===== config.mk =====
export PLATFORM = sky130hd
export DESIGN_NAME = multicycle_control
export DESIGN_NICKNAME = d
export VERILOG_FILES = /design/src/rtl/multicycle_control.sv
export SDC_FILE = /design/constraint.sdc
export NUM_CORES = 1
export LEC_CHECK = 0
export CAP_MARGIN = 20
export CORE_UTILIZATION = 27
export CTS_CLUSTER_DIAMETER = 100
export DETAILED_ROUTE_END_ITERATION = 16
export HOLD_SLACK_MARGIN = 0.03
export PLACE_DENSITY_LB_ADDON = 0.05
export SYNTH_ARGS = -nofsm -noshare
export SYNTH_HDL_FRONTEND = slang
export SYNTH_SLANG_ARGS = --single-unit

===== constraint.sdc =====
create_clock -name clk -period 2.7 [get_ports clk]
set_input_delay 0.54 -clock clk [delete_from_list [all_inputs] [get_ports clk]]
set_output_delay 0.54 -clock clk [all_outputs]
set_load 0.1 [all_outputs]

===== src/rtl/multicycle_control.sv =====
// rtl/multicycle_control.sv - main control FSM for the multicycle 16-bit CPU
// Moore outputs are registered from the next state; only mem_ready/opcode-qualified strobes are combinational.
module multicycle_control #(
  parameter int OP_W         = 4,
  parameter bit ILLEGAL_HALT = 1'b1
) (
  input  logic            clk,
  input  logic            rst_n,
  input  logic [OP_W-1:0] opcode,
  input  logic            mem_ready,
  output logic [1:0]      alu_op,
  output logic            alu_src_a,
  output logic [1:0]      alu_src_b,
  output logic [1:0]      pc_src,
  output logic            pc_write,
  output logic            pc_write_cond,
  output logic            branch_ne,
  output logic            iord,
  output logic            mem_read,
  output logic            mem_write,
  output logic            ir_write,
  output logic            reg_write,
  output logic            reg_dst,
  output logic            mem_to_reg,
  output logic            retire,
  output logic            halted,
  output logic [3:0]      state_dbg
);

  typedef enum logic [3:0] {
    S_IDLE     = 4'd0,
    S_FETCH    = 4'd1,
    S_DECODE   = 4'd2,
    S_MEM_ADDR = 4'd3,
    S_MEM_RD   = 4'd4,
    S_MEM_WB   = 4'd5,
    S_MEM_WR   = 4'd6,
    S_EXEC_R   = 4'd7,
    S_ALU_WB_R = 4'd8,
    S_EXEC_I   = 4'd9,
    S_ALU_WB_I = 4'd10,
    S_BRANCH   = 4'd11,
    S_JUMP     = 4'd12,
    S_HALT     = 4'd15
  } state_t;

  typedef struct packed {
    logic [1:0] alu_op;
    logic       alu_src_a;
    logic [1:0] alu_src_b;
    logic [1:0] pc_src;
    logic       pc_write;
    logic       pc_write_cond;
    logic       branch_ne;
    logic       iord;
    logic       mem_read;
    logic       mem_write;
    logic       reg_write;
    logic       reg_dst;
    logic       mem_to_reg;
    logic       retire;
    logic       halted;
  } ctrl_t;

  localparam logic [OP_W-1:0] OP_R    = OP_W'(0);
  localparam logic [OP_W-1:0] OP_LW   = OP_W'(1);
  localparam logic [OP_W-1:0] OP_SW   = OP_W'(2);
  localparam logic [OP_W-1:0] OP_ADDI = OP_W'(3);
  localparam logic [OP_W-1:0] OP_BEQ  = OP_W'(4);
  localparam logic [OP_W-1:0] OP_BNE  = OP_W'(5);
  localparam logic [OP_W-1:0] OP_JMP  = OP_W'(6);

  state_t state_q, state_d;
  ctrl_t  ctrl_q, ctrl_d;
  logic   op_illegal;

  assign op_illegal = (opcode > OP_JMP);

  always_comb begin
    state_d = state_q;
    case (state_q)
      S_IDLE:     state_d = S_FETCH;
      S_FETCH:    state_d = mem_ready ? S_DECODE : S_FETCH;
      S_DECODE: begin
        case (opcode)
          OP_R:          state_d = S_EXEC_R;
          OP_LW, OP_SW:  state_d = S_MEM_ADDR;
          OP_ADDI:       state_d = S_EXEC_I;
          OP_BEQ, OP_BNE: state_d = S_BRANCH;
          OP_JMP:        state_d = S_JUMP;
          default:       state_d = ILLEGAL_HALT ? S_HALT : S_FETCH;
        endcase
      end
      S_MEM_ADDR: state_d = (opcode == OP_LW) ? S_MEM_RD : S_MEM_WR;
      S_MEM_RD:   state_d = mem_ready ? S_MEM_WB : S_MEM_RD;
      S_MEM_WB:   state_d = S_FETCH;
      S_MEM_WR:   state_d = mem_ready ? S_FETCH : S_MEM_WR;
      S_EXEC_R:   state_d = S_ALU_WB_R;
      S_ALU_WB_R: state_d = S_FETCH;
      S_EXEC_I:   state_d = S_ALU_WB_I;
      S_ALU_WB_I: state_d = S_FETCH;
      S_BRANCH:   state_d = S_FETCH;
      S_JUMP:     state_d = S_FETCH;
      S_HALT:     state_d = S_HALT;
      default:    state_d = S_IDLE;
    endcase
  end

  // Decode the state being entered so the registered outputs line up with state_q.
  always_comb begin
    ctrl_d = '0;
    case (state_d)
      S_FETCH: begin
        ctrl_d.mem_read  = 1'b1;
        ctrl_d.alu_src_b = 2'b01;
      end
      S_DECODE:   ctrl_d.alu_src_b = 2'b11;
      S_MEM_ADDR, S_EXEC_I: begin
        ctrl_d.alu_src_a = 1'b1;
        ctrl_d.alu_src_b = 2'b10;
      end
      S_MEM_RD: begin
        ctrl_d.mem_read = 1'b1;
        ctrl_d.iord     = 1'b1;
      end
      S_MEM_WB: begin
        ctrl_d.reg_write  = 1'b1;
        ctrl_d.mem_to_reg = 1'b1;
        ctrl_d.retire     = 1'b1;
      end
      S_MEM_WR: begin
        ctrl_d.mem_write = 1'b1;
        ctrl_d.iord      = 1'b1;
      end
      S_EXEC_R: begin
        ctrl_d.alu_src_a = 1'b1;
        ctrl_d.alu_op    = 2'b10;
      end
      S_ALU_WB_R: begin
        ctrl_d.reg_write = 1'b1;
        ctrl_d.reg_dst   = 1'b1;
        ctrl_d.retire    = 1'b1;
      end
      S_ALU_WB_I: begin
        ctrl_d.reg_write = 1'b1;
        ctrl_d.retire    = 1'b1;
      end
      S_BRANCH: begin
        ctrl_d.alu_src_a     = 1'b1;
        ctrl_d.alu_op        = 2'b01;
        ctrl_d.pc_write_cond = 1'b1;
        ctrl_d.pc_src        = 2'b01;
        ctrl_d.branch_ne     = (opcode == OP_BNE);
        ctrl_d.retire        = 1'b1;
      end
      S_JUMP: begin
        ctrl_d.pc_write = 1'b1;
        ctrl_d.pc_src   = 2'b10;
        ctrl_d.retire   = 1'b1;
      end
      S_HALT:  ctrl_d.halted = 1'b1;
      default: ctrl_d = '0;
    endcase
  end

  always_ff @(posedge clk) begin
    if (!rst_n) begin
      state_q <= S_IDLE;
      ctrl_q  <= '0;
    end else begin
      state_q <= state_d;
      ctrl_q  <= ctrl_d;
    end
  end

  assign alu_op        = ctrl_q.alu_op;
  assign alu_src_a     = ctrl_q.alu_src_a;
  assign alu_src_b     = ctrl_q.alu_src_b;
  assign pc_src        = ctrl_q.pc_src;
  assign pc_write_cond = ctrl_q.pc_write_cond;
  assign branch_ne     = ctrl_q.branch_ne;
  assign iord          = ctrl_q.iord;
  assign mem_read      = ctrl_q.mem_read;
  assign mem_write     = ctrl_q.mem_write;
  assign reg_write     = ctrl_q.reg_write;
  assign reg_dst       = ctrl_q.reg_dst;
  assign mem_to_reg    = ctrl_q.mem_to_reg;
  assign halted        = ctrl_q.halted;
  assign state_dbg     = state_q;

  assign ir_write = (state_q == S_FETCH) && mem_ready;
  assign pc_write = ctrl_q.pc_write || ((state_q == S_FETCH) && mem_ready);
  assign retire   = ctrl_q.retire
                 || ((state_q == S_MEM_WR) && mem_ready)
                 || ((state_q == S_DECODE) && op_illegal && !ILLEGAL_HALT);

endmodule

==> results by group, run 1 <==
Timing
  • Minimum clock period: 2.36 ns
  • Slew at the pin with the worst max-slew slack: 0.395 ns
  • Fin Clk Skew: 0.000855 ns
  • Final setup TNS: 0 ns
  • Unrepaired setup endpoints after global routing: false
  • Rel. slew slack: 73.6%
  • Pins over their slew limit: 0
  • # setup viols final: 0
  • F_max: 0.423 GHz
  • Part of the cycle the worst path needs: 87.5%
  • Fin. Hold Viols: 0

Power and ir drop
  • Leak Pwr: slightly above 0.0006 uW
  • Sequential share of power: 31.8%
  • Sw frac: 46.2%
  • Combinational power share: 48.9%
  • Pint: 616 uW
  • Sw Pwr: 530 uW
  • Max IR drop VDD: 0.440 mV
  • Cell area power density: slightly below 800 mW/mm2
  • Clock share of power: 19.3%

GRT
  • Largest net degree at the start of global routing: 16
  • Vias in the first global route: between 800 and 900
  • GR Util All Layers: 13.2%
  • Initial antenna violation count: 0
  • Global-route wire length before repair: 4370 um
  • Gr ovfl total: 0

Synthesis
  • Gate Count Post-Synth: around 120
  • Synthesized cell area: 0.00112 mm2
  • Asr flop ratio synth: 0%
  • Syn nets: 126
  • Synth Area per Inst: 9.39 um2
  • Synth warn: 0
  • Sequential fraction of the synthesis area: between 30% and 40%
  • Main synth FF type: dfxtp_1
  • Yosys reg bits: 20
  • Synth unique cells: 47
  • Count of flip-flops with a built-in enable after synthesis: 0

Detailed routing
  • Post-route DRC: 0
  • First-pass DRT Iterations: 4
  • Wirelength per Cell: 13.5 um
  • Total wire length: 2610 um
  • Drt via density: ~4.9
  • Starting DRT DRC Count: 74
  • Via count: 944
  • Routed Antenna Nets: 0

Clock network
  • TritonCTS clock tree: done
  • H-Tree Depth: 1
  • Post-cts resize count: 0
  • CTS Hold Bufs: 0
  • Post-CTS Setup Inserts: 0
  • Clock Latency Late Sink: 0.25 ns
  • CTS Buf Count: 3
  • Clock buffer depth: 2
  • Root cell of the clock tree: clkbuf_8
  • Reg clk slew, reported paths: 0.07 ns
  • TritonCTS Sinks: 20

Worst setup path
  • Critical path fanouts, max: 5
  • Worst-case reg-to-reg path depth: 5
  • R2R Path End: mem_read
  • Crit path DAT: 1.82 ns
  • Critical path launch point type: primary input
  • Worst-case register-to-register setup slack: roughly 0.83 ns
  • Critical Path RT: 2.16 ns
  • Setup CP Type: in2out
  • Setup crit end kind: output port
  • Worst r2r src: state_dbg[2]

Cells and area
  • Finished Layout Cells: between 150 and 200
  • Nets: about 150
  • Area grow syn2layout: 30.7%
  • Final instance area: 0.00146 mm2
  • Antenna Cells: 0
  • Max FFs per register: 4
  • Layout cells sized above 1: 36.8%
  • Fill cell count: 405

Floorplanning
  • # IOs: 30
  • Initial Utilization: ~28%
  • Number of rows in the core area: 23
  • Core area: ~0.0040 mm2
  • Die ar.: 0.00440 mm2
  • Die H: around 66 um
  • Die W: between 60 and 70 um

Worst hold path
  • Hold Path Stages: 4
  • End point of the worst hold path: alu_src_b[0]
  • Type of the most critical hold path: reg2reg
  • Hold Startpoint: state_dbg[3]

Placement
  • Placed insts: 190
  • Detailed placement HPWL: 2100 um
  • Placed inst area: 0.00141 mm2
  • GPL Wtd Cong: 0.773
  • IO Port Bufs: 29

Run status
  • Status: completed

Flow run
  • Max_cap viols: 0
[logic make-up after synthesis]
kind of cell	share of synthesized area, %
AO/OA/AOI/OAI	22.2
XOR/XNOR	2.35
buffers and inverters	10.9
flip-flops	35.8
AND/OR/NAND/NOR	28.8
[metal layers]
| layer | vias up | GRT usage (%) | part of all wire (%) |
|---|---|---|---|
| li1 | 471 | - | - |
| met1 | 442 | 17.0 | 44 |
| met2 | 29 | 22.1 | 49 |
| met3 | 2 | 3.45 | 6.5 |
| met4 | 0 | 2.39 | 0.38 |
| met5 | - | 0 | 0 |
[worst max path at each step]
stage | slack (ns) | end | from
finish | 0.34 | pc_write | mem_ready
global placement | 0.16 | alu_src_b[1] | opcode[1]
detailed placement | 0.12 | alu_src_b[1] | opcode[1]
global route | 0.28 | alu_src_b[1] | opcode[1]
CTS | 0.33 | pc_write | mem_ready
floorplan | 0.05 | pc_write | state_dbg[0]
[power groups by stage]
stage	combinational [uW]	clock (uW)	sequential, uW
2_1_floorplan	324	0	488
3_3_place_gp	563	0	372
3_5_place_dp	563	0	372
4_1_cts	564	228	365
5_1_grt	594	240	371
6_report	561	221	364
[synthesized netlist by cell type (all sizes together) (2+ instances only)]
library cell | n | area, um2
nor4b | 2 | 32.5
nand2b | 3 | 18.8
xnor2 | 3 | 26.3
inv | 8 | 30.0
buf | 13 | 91.3
and3 | 2 | 12.5
o31ai | 2 | 15.0
o21ai | 3 | 18.8
o211a | 2 | 20.0
nor3 | 7 | 40.0
o211ai | 3 | 41.3
nand2 | 6 | 22.5
a21o | 3 | 22.5
a211o | 4 | 35.0
nor2b | 2 | 12.5
nor4 | 3 | 40.0
nand4 | 4 | 31.3
nor2 | 8 | 42.5
dfxtp | 20 | 400
or2 | 2 | 12.5
a21oi | 5 | 25.0
and2 | 2 | 12.5
[worst max-delay path, cell delays in order]
cell and delay (ns):
clkdlybuf4s50_1 0.49, buf_4 0.19, and3_2 0.20, or2_4 0.24
buf_12 0.16
[cell usage in the layout, fill, tap and decap left out, types with 4 or more instances in the layout]
master	n
a21oi_1	5
dfxtp_2	4
clkdlybuf4s50_1	6
a211o_1	4
nor3_1	6
buf_4	25
nor2_1	5
dfxtp_1	16
nand2_1	6
inv_1	8
clkbuf_8	4
[per-stage QoR]
stage	power (uW)	util, %	hold WS (ns)	setup slack [ns]
after global placement	934	35.1	0.878	0.157
after global routing	1210	36.5	0.956	0.282
after detailed placement	934	35.1	0.885	0.121
final	1150	36.5	0.876	0.337
after floorplan	812	-	0.693	0.0506
after CTS	1160	36.5	0.893	0.325
[final cells by class]
cell class	instances	area, um2	share of cell area (%)
Multi-Input combinational cell	78	599	41.0
Clock buffer	4	55.1	3.77
Tap cell	50	62.6	4.28
Inverter	8	30.0	2.06
Timing Repair Buffer	34	308	21.1
Sequential cell	20	405	27.8
(Power assumes the default switching activity.)
==> run 2, diff against run 1 <==
Settings changed: ABC_AREA from default to 1.
==> results by group, run 2 <==
Run status
  • Status: completed

Power and ir drop
  • Cell area power density: 1180 mW/mm2
  • Leak Pwr: 0.000701 uW
  • Max IR drop VDD: roughly 0.54 mV

Synthesis
  • Synth warn: 0
  • Cell taking the most area after synthesis: dfxtp_1
  • Yosys reg bits: 20
  • Synthesized cell area: between 0.001 and 0.0015 mm2
  • Count leader, synth: nand2_1
  • Syn nets: 158
  • Count of flip-flops with a built-in enable after synthesis: 0
  • Synth top area cells: dfxtp_1 (39%), nand2_1 (12%), nor2_1 (11%), inv_1 (5.5%), nand3_1 (5.4%)
  • Sequential fraction of the synthesis area: 39.2%
  • Share of the synthesized area in the top cell type: 39.2%
  • Synth top cells by count: nand2_1 (32), nor2_1 (29), dfxtp_1 (20), inv_1 (15), nand3_1 (11)
  • Asr flop ratio synth: 0%
  • Gate Count Post-Synth: 151
  • Synth unique cells: 22
  • Synth Area per Inst: 6.76 um2
  • Main synth FF type: dfxtp_1

Cells and area
  • Storage cell area: a little over 400 um2
  • Max FFs per register: 4
  • Commonest non-fill, non-tap cells in the layout: nand2_1 (32), nor2_1 (29), buf_4 (20)
  • Commonest non-fill, non-tap cell in the layout: nand2_1
  • Antenna Cells: 0
  • Area grow syn2layout: 34.3%
  • Layout cells sized above 1: 33.1%
  • Footprint of the multi-input gates: 489 um2
  • Nets: 186
  • Fill cell count: 402

Clock network
  • Root cell of the clock tree: clkbuf_8
  • Clock Latency Late Sink: 0.25 ns
  • CTS Hold Bufs: 0
  • H-Tree Depth: 1
  • TritonCTS Sinks: 20
  • Clock buffer depth: 2
  • Post-cts resize count: 0
  • TritonCTS clock tree: done
  • CTS Buf Count: 3
  • Reg clk slew, reported paths: 0.07 ns
  • Post-CTS Setup Inserts: 0

Floorplanning
  • Die W: 63.5 um
  • Number of rows in the core area: 21
  • Die ar.: 0.00403 mm2
  • Die H: ~63 um
  • Core area: 0.00347 mm2
  • # IOs: 30
  • Initial Utilization: ~30%

Detailed routing
  • First-pass DRT Iterations: 4
  • Via count: between 900 and 1000
  • Starting DRT DRC Count: 19
  • Drt via density: roughly 4.3
  • Routed Antenna Nets: 0
  • Wirelength per Cell: between 10 and 15 um
  • Total wire length: 2250 um
  • Post-route DRC: 0

Worst setup path
  • Slowest stage delay, CP: 0.47 ns
  • Critical path's slowest cell: clkdlybuf4s50_1
  • Critical Path RT: 2.16 ns
  • Critical path launch point type: primary input
  • CP cell instances: clkdlybuf4s50_1, nand3_1, clkinvlp_4, or2_2, buf_12
  • Critical path fanouts, max: 4
  • Crit path DAT: 1.82 ns
  • Setup crit end kind: output port
  • Setup CP Type: in2out

Timing
  • Part of the cycle the worst path needs: a little under 90%
  • Rel. slew slack: 81.6%
  • Fin Clk Skew: 0.000736 ns
  • Final setup TNS: 0 ns
  • F_max: roughly 0.42 GHz
  • Slew at the pin with the worst max-slew slack: 0.279 ns
  • Pins over their slew limit: 0
  • Minimum clock period: roughly 2.4 ns
  • Fin. Hold Viols: 0
  • Setup ws final: 0.338 ns
  • # setup viols final: 0
  • Unrepaired setup endpoints after global routing: false

Placement
  • GPL Wtd Cong: slightly above 0.8
  • IO Port Bufs: 29
  • Pre-CTS WS: 0.342 ns
  • Detailed placement HPWL: roughly 1800 um

GRT
  • Vias in the first global route: 840
  • GR Util All Layers: 11.5%
  • Global-route wire length before repair: 3630 um
  • Gr ovfl total: 0
  • Initial antenna violation count: 0
  • Largest net degree at the start of global routing: 12

Flow run
  • Max_cap viols: 0

Worst hold path
  • Type of the most critical hold path: reg2reg
[run 2: cell count changes in the layout (fill, tap and decap cells not counted), moves of 4 or more]
cell     before  now
nand2_1       6   32
nor2_1        5   29
nand3_1       0   11
inv_2         0    9
inv_1         8   14
buf_4        25   20
nand2_2       0    5
nor3_1        6    1
a211o_1       4    0
nand3_2       0    4
[run 2: metrics by stage]
step           power [uW]  area (um2)  hold WS, ns  cells  utilization [%]
2_1_floorplan        1190        1030        0.677    151                -
3_3_place_gp         1400        1320        0.665    220             38.0
3_5_place_dp         1400        1320        0.656    220             38.0
4_1_cts              1630        1370        0.668    224             39.5
5_1_grt              1710        1370        0.703    224             39.5
6_report             1620        1370        0.672    224             39.5
[run 2: routing by layer]
layer / routed length [um] / global-route usage [%] / up-vias
met4: 28 / 4.26 / 0
met3: 129 / 3.44 / 4
met2: 1010 / 18.0 / 27
met1: 1080 / 14.8 / 421
met5: 0 / 0 / -
li1: - / - / 507
[run 2: worst max-delay path, delay by kind of cell]
kind / cells / cell delay (ns)
simple gates: 2 / 0.50
buf+inv: 3 / 0.78
[run 2: final cells by class]
class,instances,area share [%]
multi-input cells,101,35.7
flip-flops and latches,20,29.6
repair buffers,29,19.7
inverters,24,6.84
well taps,46,4.20
clock buffers,4,4.01
[run 2: logic make-up (layout without fill, tap and decap cells)]
kind of cell	after synthesis	count (layout)	synth area share, %
AND/OR/NAND/NOR	92	92	42.6
flip-flops	20	20	39.2
buffers and inverters	30	57	13.2
AO/OA/AOI/OAI	9	9	4.90
[run 2: final timing paths]
check | start | endpoint | slack, ns | cells after the start
setup / recovery | mem_ready | pc_write | 0.34 | 5
hold reg to reg | state_dbg[3] | reg_dst | 0.67 | 3
setup reg to reg | state_dbg[1] | ctrl_q[1] | 1.23 | 10
hold / removal | state_dbg[3] | reg_dst | 0.67 | 3
[run 2: power breakdown]
group	internal (uW)	switching (uW)
sequential	349	49.3
clock	130	94.7
combinational	246	747
==> run 3, diff against run 2 <==
Settings changed: CELL_PAD_IN_SITES_DETAIL_PLACEMENT from default to 1, CELL_PAD_IN_SITES_GLOBAL_PLACEMENT from default to 2, CORE_UTILIZATION 27 to 26, GPL_TIMING_DRIVEN from default to 0.
==> results by group, run 3 (same netlist as run 2, synthesis figures left out) <==
Clock network
  • H-Tree Depth: 1
  • TritonCTS Sinks: 20
  • CTS Hold Bufs: 0
  • Clock Latency Late Sink: 0.26 ns
  • Root cell of the clock tree: clkbuf_8
  • TritonCTS clock tree: done
  • Clock buffer depth: 2
  • CTS Buf Count: 3
  • Reg clk slew, reported paths: 0.07 ns

Placement
  • GPL Wtd Cong: 0.801
  • Placed inst area: between 0.001 and 0.0015 mm2
  • IO Port Bufs: 29
  • Detailed placement HPWL: 2070 um

Cells and area
  • Max FFs per register: 4
  • Fill cell count: 467
  • Nets: 192
  • Antenna Cells: 0
  • Area grow syn2layout: 41.7%
  • Commonest non-fill, non-tap cell in the layout: nand2_1
  • Layout cells sized above 1: approximately a quarter
  • Final instance area: 0.00145 mm2
  • Commonest non-fill, non-tap cells in the layout: nand2_1 (32), nor2_1 (29), clkdlybuf4s50_1 (26)

Flow run
  • Max_cap viols: 0

Timing
  • Fin. Hold Viols: 0
  • Final hold slack: 0.659 ns
  • Part of the cycle the worst path needs: approximately nine tenths
  • Rel. slew slack: 35.1%
  • Minimum clock period: 2.46 ns
  • Fin Clk Skew: approximately 0.0059 ns
  • Unrepaired setup endpoints after global routing: false
  • F_max: 0.407 GHz
  • Slew at the pin with the worst max-slew slack: a little under 1 ns
  • # setup viols final: 0
  • Pins over their slew limit: 0

Worst hold path
  • Type of the most critical hold path: reg2reg
  • Hold Startpoint: state_dbg[3]

Power and ir drop
  • Leak Pwr: just under 0.0007 uW
  • Max IR drop VDD: about 0.49 mV
  • Cell area power density: 1160 mW/mm2

Floorplanning
  • Core area: 0.00372 mm2
  • Initial Utilization: roughly 27%
  • Number of rows in the core area: 22
  • Die ar.: 0.00418 mm2
  • Die H: 64.7 um
  • # IOs: 30
  • Die W: 64.7 um

GRT
  • Gr ovfl total: 0
  • Global-route wire length before repair: between 4000 and 5000 um
  • GR Util All Layers: 13.3%
  • Largest net degree at the start of global routing: 13
  • Initial antenna violation count: 0
  • Vias in the first global route: 986

Worst setup path
  • Crit path DAT: 1.92 ns
  • Setup crit end kind: output port
  • Critical path fanouts, max: 4
  • Worst r2r src: state_dbg[0]
  • Critical path launch point type: primary input
  • Critical Path RT: 2.16 ns
  • Setup CP Type: in2out
  • CP startpoint: mem_ready

Detailed routing
  • Wirelength per Cell: roughly 11 um
  • Routed Antenna Nets: 0
  • Drt via density: 4.24
  • Via count: 983
  • Total wire length: 2460 um
  • Post-route DRC: 0
  • Starting DRT DRC Count: 21
  • First-pass DRT Iterations: 4

Run status
  • Status: completed
[run 3: power breakdown]
group / internal (uW) / switching [uW] / leakage (uW)
sequential: 349 / 47.2 / 0.000164
combinational: 237 / 748 / 0.000491
clock: 198 / 96.8 / 0.0000357
total: 784 / 892 / 0.000691
[run 3: path summary, 6_finish.rpt]
| path | end | cells past startpoint | slack, ns |
|---|---|---|---|
| worst max-delay path | ir_write | 4 | 0.24 |
| worst min-delay path | reg_dst | 3 | 0.66 |
| worst max register to register | alu_src_b[1] | 9 | 1.21 |
| worst min register to register | reg_dst | 3 | 0.66 |
[run 3: cell type report]
| cell class | instances | area, um2 | share of cell area [%] |
|---|---|---|---|
| well taps | 48 | 60.1 | 4.15 |
| multi-input cells | 101 | 489 | 33.8 |
| repair buffers | 29 | 282 | 19.5 |
| flip-flops and latches | 20 | 405 | 28.0 |
| clock inverters | 1 | 30.0 | 2.08 |
| plain buffers | 6 | 45.0 | 3.11 |
| clock buffers | 3 | 41.3 | 2.85 |
| inverters | 24 | 93.8 | 6.49 |
[run 3: repair_timing]
item                       CTS  global route
resized for setup            8             3
pin swaps                    0             0
setup endpoints to repair    3             2
setup buffers                0             0
cloned                       0             0
[run 3: through the flow]
stage	setup TNS, ns	total power (uW)	setup slack (ns)	cells	utilization (%)
finish	0	1680	0.244	232	38.9
global route	0	1790	0.157	232	38.9
CTS	0	1700	0.00272	232	39.2
detailed placement	-1.09	1410	-0.442	228	37.2
global placement	-1.11	1400	-0.457	228	37.2
floorplan	0	1190	0.0381	151	-
[run 3: per-layer routing]
layer  share of wire (%)  up-vias  track usage (%)  routed length [um]
met5                   0        -                0                   0
met4                   0        0             1.67                   0
met3                 5.4        0             3.87                 134
met2                  46       23             21.4                1130
met1                  48      435             18.0                1190
li1                    -      525                -                   -
[run 3: critical path: stages]
cell and delay (ns):
clkdlybuf4s50_1 0.52, nand3_1 0.19, clkinvlp_4 0.12, clkdlybuf4s15_2 0.55
==> RTL change (settings of run 2) <==
Change the parameter `OP_W` from 4 to 3.
--- a/src/rtl/multicycle_control.sv
+++ b/src/rtl/multicycle_control.sv
@@ -3,3 +3,3 @@
 module multicycle_control #(
-  parameter int OP_W         = 4,
+  parameter int OP_W         = 3,
   parameter bit ILLEGAL_HALT = 1'b1
Ports: changed (resized opcode); port bits go from 30 to 29. No check against the original RTL was run, so the function may have changed too.
==> RTL change against run 2 <==
  * Highest routed layer unchanged
  * Critical path depth unchanged
  * Largest cell class unchanged
  * Final area grew 3.8%
  * Global-route usage rose by 0.56 points
  * Sequential cell count stayed put
  * Die area is 5.1% higher
  * Synthesized cell count did not move
  * First-iteration DRC count grew 68%
  * Total power fell by 1.1%
  * Setup slack improved by 0.11 ns
  * Clock skew is 0.0033 ns higher
  * Non-clock buffer count is 1 lower
  * Routed wire length up 4.8%
  * Synthesized area rose by 5.3%
==> RTL change: results (changes against run 2) <==
| Metric | Value |
|---|---|
| WL met3 | `102 um (-21%)` |
| Met2 Wirelength | `1025 um (+1.6%)` |
| WL met1 | `1208 um (+12%)` |
| Post-detail-place hpwl | `1922 um (+6.8%)` |
| R2R setup slack | `1.12 ns (-0.11 ns)` |
| Routability cong. | `0.8584 (+5.5%)` |
| Met1 Resource Use GR | `0.1700 (+0.02201)` |
| Vias in the first global route | `861 (+2.5%)` |
| Minimum clock period after layout | `2.249 ns (-0.1125 ns)` |
| Nets | `183 (-1.6%)` |
| Top post-synthesis cells by count | `nand2_1 (37), nor2_1 (22), dfxtp_1 (20)` |
| Crit-path max cell delay | `0.53 ns (+0.06 ns)` |
| Clk power | `293 uW (+31%)` |
| Syn Area/Cell | `7.118 sq um (+5.3%)` |
| Largest net degree at the start of global routing | `13 (+1)` |
| Leak | `0.0007448 uW (+6.2%)` |
| Synth unique cells | `20 (-9.1%)` |
| Final hold slack | `0.6874 ns (+0.01566 ns)` |
| Port bufs | `28 (-3.4%)` |
| Met3 Use GR | `0.02778 (-0.006643)` |
| First-pass GRT wire length | `3912 um (+7.8%)` |
| Sequential-to-total area share from yosys stat | `0.3725 (-0.01963)` |
| Drt wl/cell | `10.51 um (+4.8%)` |
| Via/cell ratio | `4.295 (+0.31%)` |
| Synth Area in Compound Gates | `0.02561 (-0.02341)` |
| Place WS | `0.4543 ns (+0.1127 ns)` |
| Initial DRT Pass Iterations | `4 (unchanged)` |
| GRT Overall Usage | `0.1207 (+0.005582)` |
| Syn Nets | `157 (-0.63%)` |
| Status | `finished, final reports clean` |
| WP data arrival | `1.71 ns (-0.11 ns)` |
| Synth area leaders | `dfxtp_1 (37%), nand2_1 (13%), nor2_1 (7.7%)` |
| Maximum vdd drop | `0.4114 mV (-24%)` |
| Final Skew | `0.004046 ns (+0.003310 ns)` |
| Starting DRT DRC Count | `32 (+13)` |
| Pint | `766.0 uW (+5.6%)` |
| Met2 GRT Util | `0.1836 (+0.004072)` |
| Total number of vias | `962 (+0.31%)` |
| Relative slew margins | `0.7871 (-0.02876)` |
| Share of layout cells above drive strength 1 | `0.3182 (-0.01328)` |
[RTL change: final timing paths]
| path | from | to | depth (start not counted) |
|---|---|---|---|
| setup / recovery | mem_ready | pc_write | 5 |
| hold / removal | state_dbg[2] | reg_dst | 4 |
| hold reg to reg | state_dbg[2] | reg_dst | 4 |
| setup reg to reg | state_dbg[3] | ctrl_q[1] | 10 |
[RTL change: final cells by class]
| class | instances | area (sq um) |
|---|---|---|
| Timing Repair Buffer | 28 | 260.3 |
| Sequential cell | 20 | 404.1 |
| Clock buffer | 3 | 41.29 |
| Multi-Input combinational cell | 104 | 553.0 |
| Tap cell | 48 | 60.06 |
| Clock inverter | 1 | 30.03 |
| Fill cell | 425 | 2320 |
| Inverter | 20 | 75.07 |
[RTL change: through the flow]
| step | power [uW] | cell area, sq um |
|---|---|---|
| after floorplan | 1138 | 1085 |
| after global placement | 1319 | 1353 |
| after detailed placement | 1316 | 1353 |
| after CTS | 1617 | 1424 |
| after global routing | 1689 | 1424 |
| final | 1598 | 1424 |
